==> src/rtl/mra_pkg.sv <==
// Shared constants and state encoding for the multiply-by-repeated-addition
// controller, its datapath top and the bench.
package mra_pkg;

  localparam int unsigned MRA_WIDTH    = 16;
  localparam logic [15:0] MRA_MAX_ITER = 16'hFFFF;

  // 3-bit binary state encoding
  typedef enum logic [2:0] {
    S_IDLE   = 3'd0,
    S_LOAD_A = 3'd1,
    S_LOAD_B = 3'd2,
    S_ADD    = 3'd3,
    S_DONE   = 3'd4
  } mra_state_e;

endpackage

==> src/rtl/mra_controller.sv <==
// Controller for the multiply-by-repeated-addition datapath: loads A and B
// from the shared bus, clears P, then repeats P<=P+A / B<=B-1 until B==0.
// Provides start/busy/done, abort, an iteration count and a watchdog flag.
module mra_controller
  import mra_pkg::*;
#(
  parameter int unsigned      WIDTH    = MRA_WIDTH,
  parameter logic [WIDTH-1:0] MAX_ITER = WIDTH'(MRA_MAX_ITER)
) (
  input  logic             clk,
  input  logic             clr_n,
  input  logic             start,
  input  logic             abort,
  input  logic             eqz,
  output logic             ldA,
  output logic             ldB,
  output logic             clrP,
  output logic             ldP,
  output logic             decB,
  output logic             busy,
  output logic             done,
  output logic             err,
  output logic [WIDTH-1:0] iter_cnt
);

  mra_state_e state_q, state_d;
  logic       accept;   // start taken in S_IDLE: clear count and err
  logic       inc_iter; // one add performed this cycle
  logic       wd_trip;  // watchdog limit reached

  // State register, iteration counter and sticky watchdog flag
  always_ff @(posedge clk) begin
    if (!clr_n) begin
      state_q  <= S_IDLE;
      iter_cnt <= '0;
      err      <= 1'b0;
    end else begin
      state_q <= state_d;
      if (accept) begin
        iter_cnt <= '0;
        err      <= 1'b0;
      end else begin
        if (inc_iter) iter_cnt <= iter_cnt + WIDTH'(1);
        if (wd_trip)  err      <= 1'b1;
      end
    end
  end

  // Next-state and strobe decode; abort suppresses every strobe and the
  // done pulse so an aborted cycle leaves iter_cnt and err untouched
  always_comb begin
    state_d  = state_q;
    ldA      = 1'b0;
    ldB      = 1'b0;
    clrP     = 1'b0;
    ldP      = 1'b0;
    decB     = 1'b0;
    done     = 1'b0;
    accept   = 1'b0;
    inc_iter = 1'b0;
    wd_trip  = 1'b0;
    busy     = (state_q == S_LOAD_A) || (state_q == S_LOAD_B) || (state_q == S_ADD);

    if (abort && (state_q != S_IDLE)) begin
      state_d = S_IDLE;
    end else begin
      unique case (state_q)
        S_IDLE: begin
          if (start) begin
            accept  = 1'b1;
            state_d = S_LOAD_A;
          end
        end
        S_LOAD_A: begin
          ldA     = 1'b1;
          state_d = S_LOAD_B;
        end
        S_LOAD_B: begin
          ldB     = 1'b1;
          clrP    = 1'b1;
          state_d = S_ADD;
        end
        S_ADD: begin
          if (eqz) begin
            state_d = S_DONE;
          end else if (iter_cnt == MAX_ITER) begin
            wd_trip = 1'b1;
            state_d = S_DONE;
          end else begin
            ldP      = 1'b1;
            decB     = 1'b1;
            inc_iter = 1'b1;
          end
        end
        S_DONE: begin
          done    = 1'b1;
          state_d = S_IDLE;
        end
        default: state_d = S_IDLE;
      endcase
    end
  end

endmodule

==> config.mk <==
export PLATFORM = sky130hd
export DESIGN_NAME = mra_controller
export DESIGN_NICKNAME = d
export VERILOG_FILES = /design/src/rtl/mra_pkg.sv /design/src/rtl/mra_controller.sv
export SDC_FILE = /design/constraint.sdc
export NUM_CORES = 1
export LEC_CHECK = 0
export ABC_AREA = 1
export BUFFER_PORTS_ARGS = -buffer_cell sky130_fd_sc_hd__buf_2
export CAP_MARGIN = 20
export CORE_MARGIN = 4
export CORE_UTILIZATION = 40
export CTS_CLUSTER_DIAMETER = 50
export DETAILED_ROUTE_END_ITERATION = 12
export MAX_ROUTING_LAYER = met4
export PLACE_DENSITY = 0.69
export SLEW_MARGIN = 20
export SYNTH_ARGS = -nofsm -noshare
export SYNTH_HDL_FRONTEND = slang
export SYNTH_SLANG_ARGS = --single-unit
==> constraint.sdc <==
create_clock -name clk -period 1.8 [get_ports clk]
set_input_delay 0.36 -clock clk [delete_from_list [all_inputs] [get_ports clk]]
set_output_delay 0.36 -clock clk [all_outputs]
set_load 0.05 [all_outputs]
# ---- After elaboration in Yosys (flattened, before gate mapping)
# Cells that the tools add are included.
dict set report op_classes {
  n_addsub 1
  n_eq_ne 7
  muxes 21
  n_bitwise 1
  reduce_logical 8
}
# cell count
set ops {}
lappend ops {{2-to-1 mux 1 bit} 17}
lappend ops {{adder 16 x 1 -> 16 bit (second input constant)} 1}
lappend ops {{== test 16 bit (second input constant)} 1}
lappend ops {{one-hot mux 3 bit (4 select lines)} 1}
lappend ops {{2-to-1 mux 3 bit} 3}
lappend ops {{== test 3 x 2 -> 1 bit (second input constant)} 2}
lappend ops {{OR reduction 2 bit} 2}
lappend ops {{== test 3 x 1 -> 1 bit (second input constant)} 1}
lappend ops {{== test 3 bit (second input constant)} 1}
lappend ops {{logical NOT 3 bit} 1}
lappend ops {{inequality test 3 x 2 -> 1 bit (second input constant)} 1}
lappend ops {{nonzero test 3 bit} 1}
lappend ops {{logical OR 1 bit} 2}
lappend ops {{inequality test 2 bit (second input constant)} 1}
lappend ops {{AND reduction 2 bit} 1}
lappend ops {{logical AND 1 bit} 1}
lappend ops {{NOT 1 bit} 1}
dict set report totals {
  regBits 20
  inputBits 5
  output_inout_bits 24
  elab_cells 41
}

# ---- Logic depth before layout (Yosys ltp)
# Gate-level depths: netlist of run 1.
dict set report depth {
  ltp_word 5
  depth_mapped 10
  mapped_depth_nobuf 9
}

# ---- Least setup slack after synthesis of run 1
# No wires, ideal clock.
dict set report synth_timing {
  path_type {register to output}
  start {register state_q[0]}
  end {output port done}
  arrival_ns 1.893
  required_time_ns 1.440
  path_slack_ns -0.453
  path_stages_with_launch 2
  n_path_buf 0
  cell_sequence {dfxtp_1 > nor4_1}
}
dict set report synth_via {
  elab_chain_cells 3
  elab_cells_between_ends 5
  cone_classes {eq/ne: 1; mux: 2; reduce/logical: 2}
}
# item line_no
set synth_lines {}
lappend synth_lines {{start: declaration} mra_controller.sv:26} ;# mra_state_e state_q, state_d;
lappend synth_lines {{start signal: assignment} mra_controller.sv:38} ;# state_q <= state_d;
lappend synth_lines {{== test 3 bit or nonzero test 3 bit (tied branches)} {mra_controller.sv:67, mra_controller.sv:64}}
lappend synth_lines {{2-to-1 mux 1 bit or logical AND 1 bit (tied branches)} {mra_controller.sv:67, mra_controller.sv:64}}
lappend synth_lines {{2-to-1 mux 1 bit *} mra_controller.sv:64} ;# if (abort && (state_q != S_IDLE)) begin
lappend synth_lines {{end: declaration} mra_controller.sv:21} ;# output logic done,
# Every way passes the cells marked *; elsewhere a longest branch is shown, timed or not.

# ---- Worst setup path after layout of run 1
dict set report layout_timing {
  start {register iter_cnt[1]}
  end {output port ldP}
}
dict set report layout_via {
  elab_chain_cells 5
}
# item line_no
set layout_lines {}
lappend layout_lines {{start: declaration} mra_controller.sv:23} ;# output logic [WIDTH-1:0] iter_cnt
lappend layout_lines {{start signal: assignment} mra_controller.sv:43} ;# if (inc_iter) iter_cnt <= iter_cnt + WIDTH'(1);
lappend layout_lines {{== test 16 bit} mra_controller.sv:86} ;# end else if (iter_cnt == MAX_ITER) begin
lappend layout_lines {{2-to-1 mux 1 bit} mra_controller.sv:86}
lappend layout_lines {{2-to-1 mux 1 bit} mra_controller.sv:84} ;# if (eqz) begin
lappend layout_lines {{2-to-1 mux 1 bit} mra_controller.sv:67} ;# unique case (state_q)
lappend layout_lines {{2-to-1 mux 1 bit} mra_controller.sv:64}
lappend layout_lines {{end: declaration} mra_controller.sv:18} ;# output logic ldP,
# Every way passes these cells.

==> flow_summary.rst, run 1 <==
.. list-table::
   :header-rows: 1

   * - Metric
     - Value
   * - Number of cell rows
     - 19
   * - Cts hold-fix bufs
     - 0
   * - Main synth FF type
     - sky130_fd_sc_hd__dfxtp_1
   * - Final cycle utilization of the critical path
     - 0.988
   * - Final instance area
     - roughly 1600 µm²
   * - Post-synth cell types
     - 27
   * - Hold Path Class
     - in2reg
   * - Worst Setup Slack post-DPL
     - around 210 ps
   * - Startpoint kind of the worst setup timing path
     - flop
   * - Inserted Clock Buffers
     - 3
   * - Core Region
     - between 2000 and 3000 µm²
   * - Initial standard-cell utilization of the core
     - 0.433
   * - Maximum Capacitance Violations
     - 0
   * - Nets@finish
     - 233
   * - Die span in x
     - around 64 µm
   * - Setup TNS
     - 0 ps
   * - Largest stage delay, worst path
     - approximately 370 ps
   * - Ys Warns
     - 0
   * - Worst Max-Slew Pin Slew
     - roughly 340 ps
   * - Unrepaired setup endpoints after global routing
     - yes
   * - Crit Path Max Fanout
     - 3
   * - Post-route setup slack
     - 21.4 ps
   * - Count of clock tree sinks
     - 20
   * - Maximum clock skew at final layout
     - 3.87 ps
   * - Post-synthesis instance area
     - between 1000 and 1500 µm²
   * - Mean routed wirelength per cell
     - 10.9 µm
   * - Sum of overflow across all layers after global routing
     - 0
   * - Synthesized area divided by synthesized cell count
     - approximately 6.8 µm²
   * - Commonest cells after routing, fill and taps aside
     - sky130_fd_sc_hd__nand2_1, sky130_fd_sc_hd__buf_2, sky130_fd_sc_hd__nor2_1
   * - Layout filler cell count
     - 260
   * - Buffer depth of the longest clock path
     - 2
   * - Total routed wirelength
     - slightly below 3 mm
   * - LEAKAGE
     - 0.697 nW
   * - Flip-flop and latch area
     - between 400 and 500 µm²
   * - Instance count on the critical path
     - 7
   * - Inst Count DP
     - around 250
   * - Via density per instance
     - around 4.7
   * - Layout cell share with drive strength beyond 1
     - 0.420
   * - Clock root buffer master
     - sky130_fd_sc_hd__clkbuf_4
   * - Drt first-iter violations
     - 61
   * - Cell-by-cell listing of the critical path
     - ha_4 > nand3_4 > inv_4 > nand2_4 > nor2_8 > nor2_4 > buf_6
   * - Overall power
     - 0.948 mW
   * - Source-to-sink clock delay at the later pin of the worst-skew pair
     - about 300 ps
   * - Remaining max-slew budget at the tightest pin
     - 0.771
   * - CTS tree
     - yes
   * - Detailed-placement wirelength estimate
     - approximately 2.2 mm
   * - Core Util, Final
     - 0.570
   * - Initial antenna violation count
     - 0
   * - CP arrival
     - 1420 ps
   * - H-tree levels
     - 1
   * - Time the worst path needs with I/O delays and setup
     - approximately 1800 ps
   * - Area growth syn-to-layout
     - 31.5%
   * - All-Layer GR Usage
     - 0.158
   * - Overall via count from detail_route
     - approximately 1,300
   * - Sequential cell area fraction in the yosys report
     - 0.321
   * - Type of the worst setup path
     - reg2out
   * - Via count of the first global-routing pass
     - roughly 1,200
   * - Routability Congestion
     - 0.866
   * - Clock transition at path regs
     - about 120 ps
   * - Depth of the worst hold-timing path
     - 3
   * - Vertical die dimension
     - 63.8 µm
   * - Power per Cell Area
     - slightly below 600 nW/µm²
   * - Drt drc
     - 0
   * - Pins over their slew limit
     - 0
   * - Commonest non-fill, non-tap cell in the layout
     - sky130_fd_sc_hd__nand2_1
   * - Dominant delay contributor by cell family on the critical path
     - flip-flops
   * - Post-synth EDFFs
     - 0
   * - Gate count after technology mapping
     - approximately 180
   * - Global-route wire length before repair
     - 5.17 mm
   * - Largest vdd supply drop
     - around 0.45 mV
   * - Slowest CP cell
     - sky130_fd_sc_hd__dfxtp_4
   * - Largest net degree at the start of global routing
     - 16
   * - Achievable Freq
     - approximately 0.56 GHz
   * - Total inserted antenna cells
     - 0
   * - Async set or reset register ratio after synthesis
     - 0
   * - Area after DPL
     - 1470 µm²
   * - Post-synthesis register bit count
     - 20
   * - Remaining number of nets flagged by the antenna check after routing
     - 0
   * - Port Buffers
     - 28
   * - Critical path required time
     - 1440 ps
   * - Pre-Repair DR Iteration Count
     - 4
   * - Number of non-filler instances in the completed layout
     - 268
   * - IO Pins
     - 29
   * - Final hold violation count
     - 0
   * - Crit path buf inv count
     - 2
   * - Setup Viol. Count Final
     - 0
   * - Worst setup EP type
     - output pin
   * - Die footprint
     - 4070 µm²
   * - Tightest hold margin
     - between 300 and 400 ps
   * - Result of the run
     - finished, final reports clean
   * - Synthesized netlist net count
     - between 150 and 200
   * - Cell depth of the worst flop-to-flop path
     - 10
   * - Area of the multi-input gates
     - roughly 780 µm²
-- sequential cells by signal, indices dropped and copies added, names as in the netlist --
name,cells
err,1
iter_cnt,16
state_q,3
-- per-layer routing --
metal,part of all wire,global-route usage
met1,0.49,0.204
met4,0.0034,0.0485
met2,0.46,0.258
met5,0,-
met3,0.045,0.0210
-- path summary, 6_finish.rpt --
path | from | endpoint | slack [ps]
worst max-delay path | iter_cnt[1] | ldP | 20
worst min-delay path | clr_n | state_q[0] | 320
worst max register to register | iter_cnt[10] | iter_cnt[1] | 160
worst min register to register | err | err | 490
-- worst min-delay path, delay by kind of cell --
kind,cells,cell delay (ps)
buffers and inverters,1,110
and+or+nand+nor,1,80
AOI/OAI and AO/OA,1,50
-- where the power goes --
| part | internal [mW] | switching, mW |
|---|---|---|
| sequential | 0.450 | 0.0192 |
| clock | 0.123 | 0.144 |
| combinational | 0.0666 | 0.144 |
-- what timing repair did --
item,CTS,global route
gates resized for setup,6,12
pin swaps,3,6
setup buffers,7,4
setup endpoints to repair,2,2
cloned,0,0
-- kinds of logic after synthesis --
| kind of cell | after synthesis | synth area share |
|---|---|---|
| simple gates | 113 | 0.420 |
| xor+xnor | 7 | 0.0492 |
| fa+ha+maj | 1 | 0.0100 |
| buf+inv | 20 | 0.0843 |
| compound gates | 23 | 0.115 |
| flops | 20 | 0.321 |
-- synthesized netlist by cell type, types with 2 or more instances --
library cell,n,area share
sky130_fd_sc_hd__a31oi_1,2,0.010
sky130_fd_sc_hd__nand2_4,2,0.018
sky130_fd_sc_hd__nand2_2,4,0.020
sky130_fd_sc_hd__xnor2_1,5,0.035
sky130_fd_sc_hd__buf_4,3,0.018
sky130_fd_sc_hd__a21oi_2,7,0.049
sky130_fd_sc_hd__inv_2,3,0.0090
sky130_fd_sc_hd__o21ai_0,4,0.016
sky130_fd_sc_hd__nor2_2,3,0.015
sky130_fd_sc_hd__inv_1,12,0.036
sky130_fd_sc_hd__nand4_1,4,0.020
sky130_fd_sc_hd__nor2_1,21,0.063
sky130_fd_sc_hd__nand2_1,62,0.19
sky130_fd_sc_hd__nand3_1,10,0.040
sky130_fd_sc_hd__xor2_1,2,0.014
sky130_fd_sc_hd__dfxtp_1,20,0.32
sky130_fd_sc_hd__nor2_4,2,0.018
sky130_fd_sc_hd__a21oi_1,9,0.036
-- cell type report --
cell class                      count  area share
Clock buffer                        4      0.0221
Timing Repair Buffer               43       0.162
Inverter                           15      0.0374
Tap cell                           42      0.0321
Multi-Input combinational cell    144       0.479
Sequential cell                    20       0.268
(Power assumes the default switching activity.)
==> run 2: changes to the inputs <==
- CTS_BUF_LIST: unset -> sky130_fd_sc_hd__clkbuf_4
==> flow_summary.rst, run 2 (same netlist as run 1, synthesis figures left out) <==
.. list-table::
   :header-rows: 1

   * - Metric
     - Value
   * - Result of the run
     - finished, final reports clean
   * - Die span in x
     - 63.8 µm (unchanged)
   * - Worst Max-Slew Pin Slew
     - 334 ps (-6.55 ps)
   * - Achievable Freq
     - 0.564 GHz (+0.26%)
   * - Vertical die dimension
     - 63.8 µm (unchanged)
   * - Commonest non-fill, non-tap cell in the layout
     - sky130_fd_sc_hd__nand2_1
   * - Final hold violation count
     - 0 (unchanged)
   * - Largest vdd supply drop
     - 0.450 mV (-0.49%)
   * - Largest net degree at the start of global routing
     - 16 (unchanged)
   * - Inst Count DP
     - 253 (unchanged)
   * - Type of the worst setup path
     - reg2out
   * - Number of non-filler instances in the completed layout
     - 268 (unchanged)
   * - Hold Path Class
     - in2reg
   * - CTS tree
     - yes
   * - Inserted Clock Buffers
     - 3 (unchanged)
   * - Via density per instance
     - 4.72 (-0.32%)
   * - Power per Cell Area
     - 554 nW/µm² (-4.2%)
   * - Drt first-iter violations
     - 74 (+21%)
   * - Slowest CP cell
     - sky130_fd_sc_hd__dfxtp_4
   * - Initial standard-cell utilization of the core
     - 0.433 (unchanged)
   * - Core Region
     - 2880 µm² (unchanged)
   * - Total routed wirelength
     - 2.92 mm (+0.45%)
   * - H-tree levels
     - 1 (unchanged)
   * - Worst setup EP type
     - output pin
   * - Time the worst path needs with I/O delays and setup
     - 1770 ps (-4.55 ps)
   * - Clock transition at path regs
     - 120 ps (about the same)
   * - Port Buffers
     - 28 (unchanged)
   * - Post-route setup slack
     - 25.9 ps (+4.55 ps)
   * - Instance count on the critical path
     - 7 (unchanged)
   * - Depth of the worst hold-timing path
     - 3 (unchanged)
   * - Detailed-placement wirelength estimate
     - 2.17 mm (unchanged)
   * - Drt drc
     - 0 (unchanged)
   * - Pins over their slew limit
     - 0 (unchanged)
   * - Worst Setup Slack post-DPL
     - 206 ps (unchanged)
   * - Dominant delay contributor by cell family on the critical path
     - flip-flops
   * - Cell depth of the worst flop-to-flop path
     - 10 (unchanged)
   * - Die footprint
     - 4070 µm² (unchanged)
   * - Nets@finish
     - 233 (unchanged)
   * - Total inserted antenna cells
     - 0 (unchanged)
   * - Reg with most FFs
     - iter_cnt
   * - Biggest registers after layout
     - iter_cnt (16), state_q (3), err (1)
   * - Clock root buffer master
     - sky130_fd_sc_hd__clkbuf_4
   * - Commonest cells after routing, fill and taps aside
     - sky130_fd_sc_hd__nand2_1, sky130_fd_sc_hd__buf_2, sky130_fd_sc_hd__nor2_1
   * - Core Util, Final
     - 0.566 (-0.00348)
   * - Critical path required time
     - 1440 ps (about the same)
   * - Sum of overflow across all layers after global routing
     - 0 (unchanged)
   * - Source-to-sink clock delay at the later pin of the worst-skew pair
     - 300 ps (about the same)
   * - Largest stage delay, worst path
     - 370 ps (about the same)
   * - Area growth syn-to-layout
     - 30.7%
   * - Startpoint kind of the worst setup timing path
     - flop
   * - Crit Path Max Fanout
     - 3 (unchanged)
   * - Number of cell rows
     - 19 (unchanged)
   * - Number of flip-flops in the largest register
     - 16 (unchanged)
   * - Remaining max-slew budget at the tightest pin
     - 0.776 (+0.00440)
   * - Layout cell share with drive strength beyond 1
     - 0.416 (-0.00442)
   * - IO Pins
     - 29 (unchanged)
   * - LEAKAGE
     - 0.691 nW (-0.81%)
   * - Remaining number of nets flagged by the antenna check after routing
     - 0 (unchanged)
   * - Routability Congestion
     - 0.866 (unchanged)
   * - CP arrival
     - 1410 ps (about the same)
   * - Unrepaired setup endpoints after global routing
     - yes
   * - Global-route wire length before repair
     - 5.15 mm (-0.27%)
   * - Pre-Repair DR Iteration Count
     - 4 (unchanged)
   * - Crit path buf inv count
     - 2 (unchanged)
   * - Setup Viol. Count Final
     - 0 (unchanged)
   * - Count of clock tree sinks
     - 20 (unchanged)
   * - Initial antenna violation count
     - 0 (unchanged)
   * - Final cycle utilization of the critical path
     - 0.986 (-0.00252)
   * - Buffer depth of the longest clock path
     - 2 (unchanged)
   * - All-Layer GR Usage
     - 0.156 (-0.00226)
   * - Cell-by-cell listing of the critical path
     - ha_4 > nand3_4 > inv_4 > nand2_4 > nor2_8 > nor2_4 > buf_6
   * - Mean routed wirelength per cell
     - 10.9 µm (+0.45%)
   * - Maximum clock skew at final layout
     - 2.87 ps (-1.00 ps)
   * - Via count of the first global-routing pass
     - 1,194 (+0.084%)
   * - Maximum Capacitance Violations
     - 0 (unchanged)
   * - Overall via count from detail_route
     - 1,265 (-0.32%)
==> run 2: changes by cell type in the layout (fill, tap and decap cells not counted) <==
cell | before | now
sky130_fd_sc_hd__clkbuf_8 | 1 | 0
sky130_fd_sc_hd__clkinv_1 | 0 | 1
==> run 2: final cells by class <==
class / instances / area, µm²
flip-flops and latches: 20 / 439
multi-input cells: 144 / 785
fillers: 263 / 1250
well taps: 42 / 52.6
inverters: 15 / 61.3
clock inverters: 1 / 3.75
repair buffers: 43 / 265
clock buffers: 3 / 22.5
==> run 2: repair_timing <==
action,in CTS,in global routing
setup buffers,7,4
pin swaps,3,6
gates resized for setup,6,12
setup endpoints to repair,2,2
hold buffers,0,0
==> run 2: final timing paths <==
kind	from	slack, ps	to
worst max-delay path	iter_cnt[1]	30	ldP
worst max register to register	iter_cnt[10]	160	iter_cnt[1]
worst min register to register	err	490	err
worst min-delay path	clr_n	330	state_q[0]
==> run 2: report_power, final <==
| group | internal [mW] | leakage (nW) | switching [mW] | total, mW |
|---|---|---|---|---|
| combinational | 0.0666 | 0.503 | 0.144 | 0.210 |
| sequential | 0.450 | 0.173 | 0.0192 | 0.470 |
| clock | 0.0807 | 0.0154 | 0.142 | 0.223 |
| total | 0.598 | 0.691 | 0.305 | 0.902 |
==> run 2: metal layers <==
layer  routed length (µm)  track usage
met1                 1440        0.204
met2                 1340        0.258
met3                  137       0.0210
met4                   10       0.0323
met5                    0            -
==> run 2: metrics by stage <==
stage | total power [mW] | area (µm²) | setup TNS (ps) | hold WS (ps)
after floorplan | 0.619 | 1310 | 0 | 502
after detailed placement | 0.658 | 1470 | 0 | 458
after global placement | 0.657 | 1470 | 0 | 467
final | 0.902 | 1630 | 0 | 327
after CTS | 0.888 | 1570 | -18.8 | 329
after global routing | 0.960 | 1630 | -124 | 336
==> run 2: worst min-delay path: stages <==
cell	delay, ps
sky130_fd_sc_hd__buf_2	110
sky130_fd_sc_hd__nand3_1	80
sky130_fd_sc_hd__a31oi_1	50
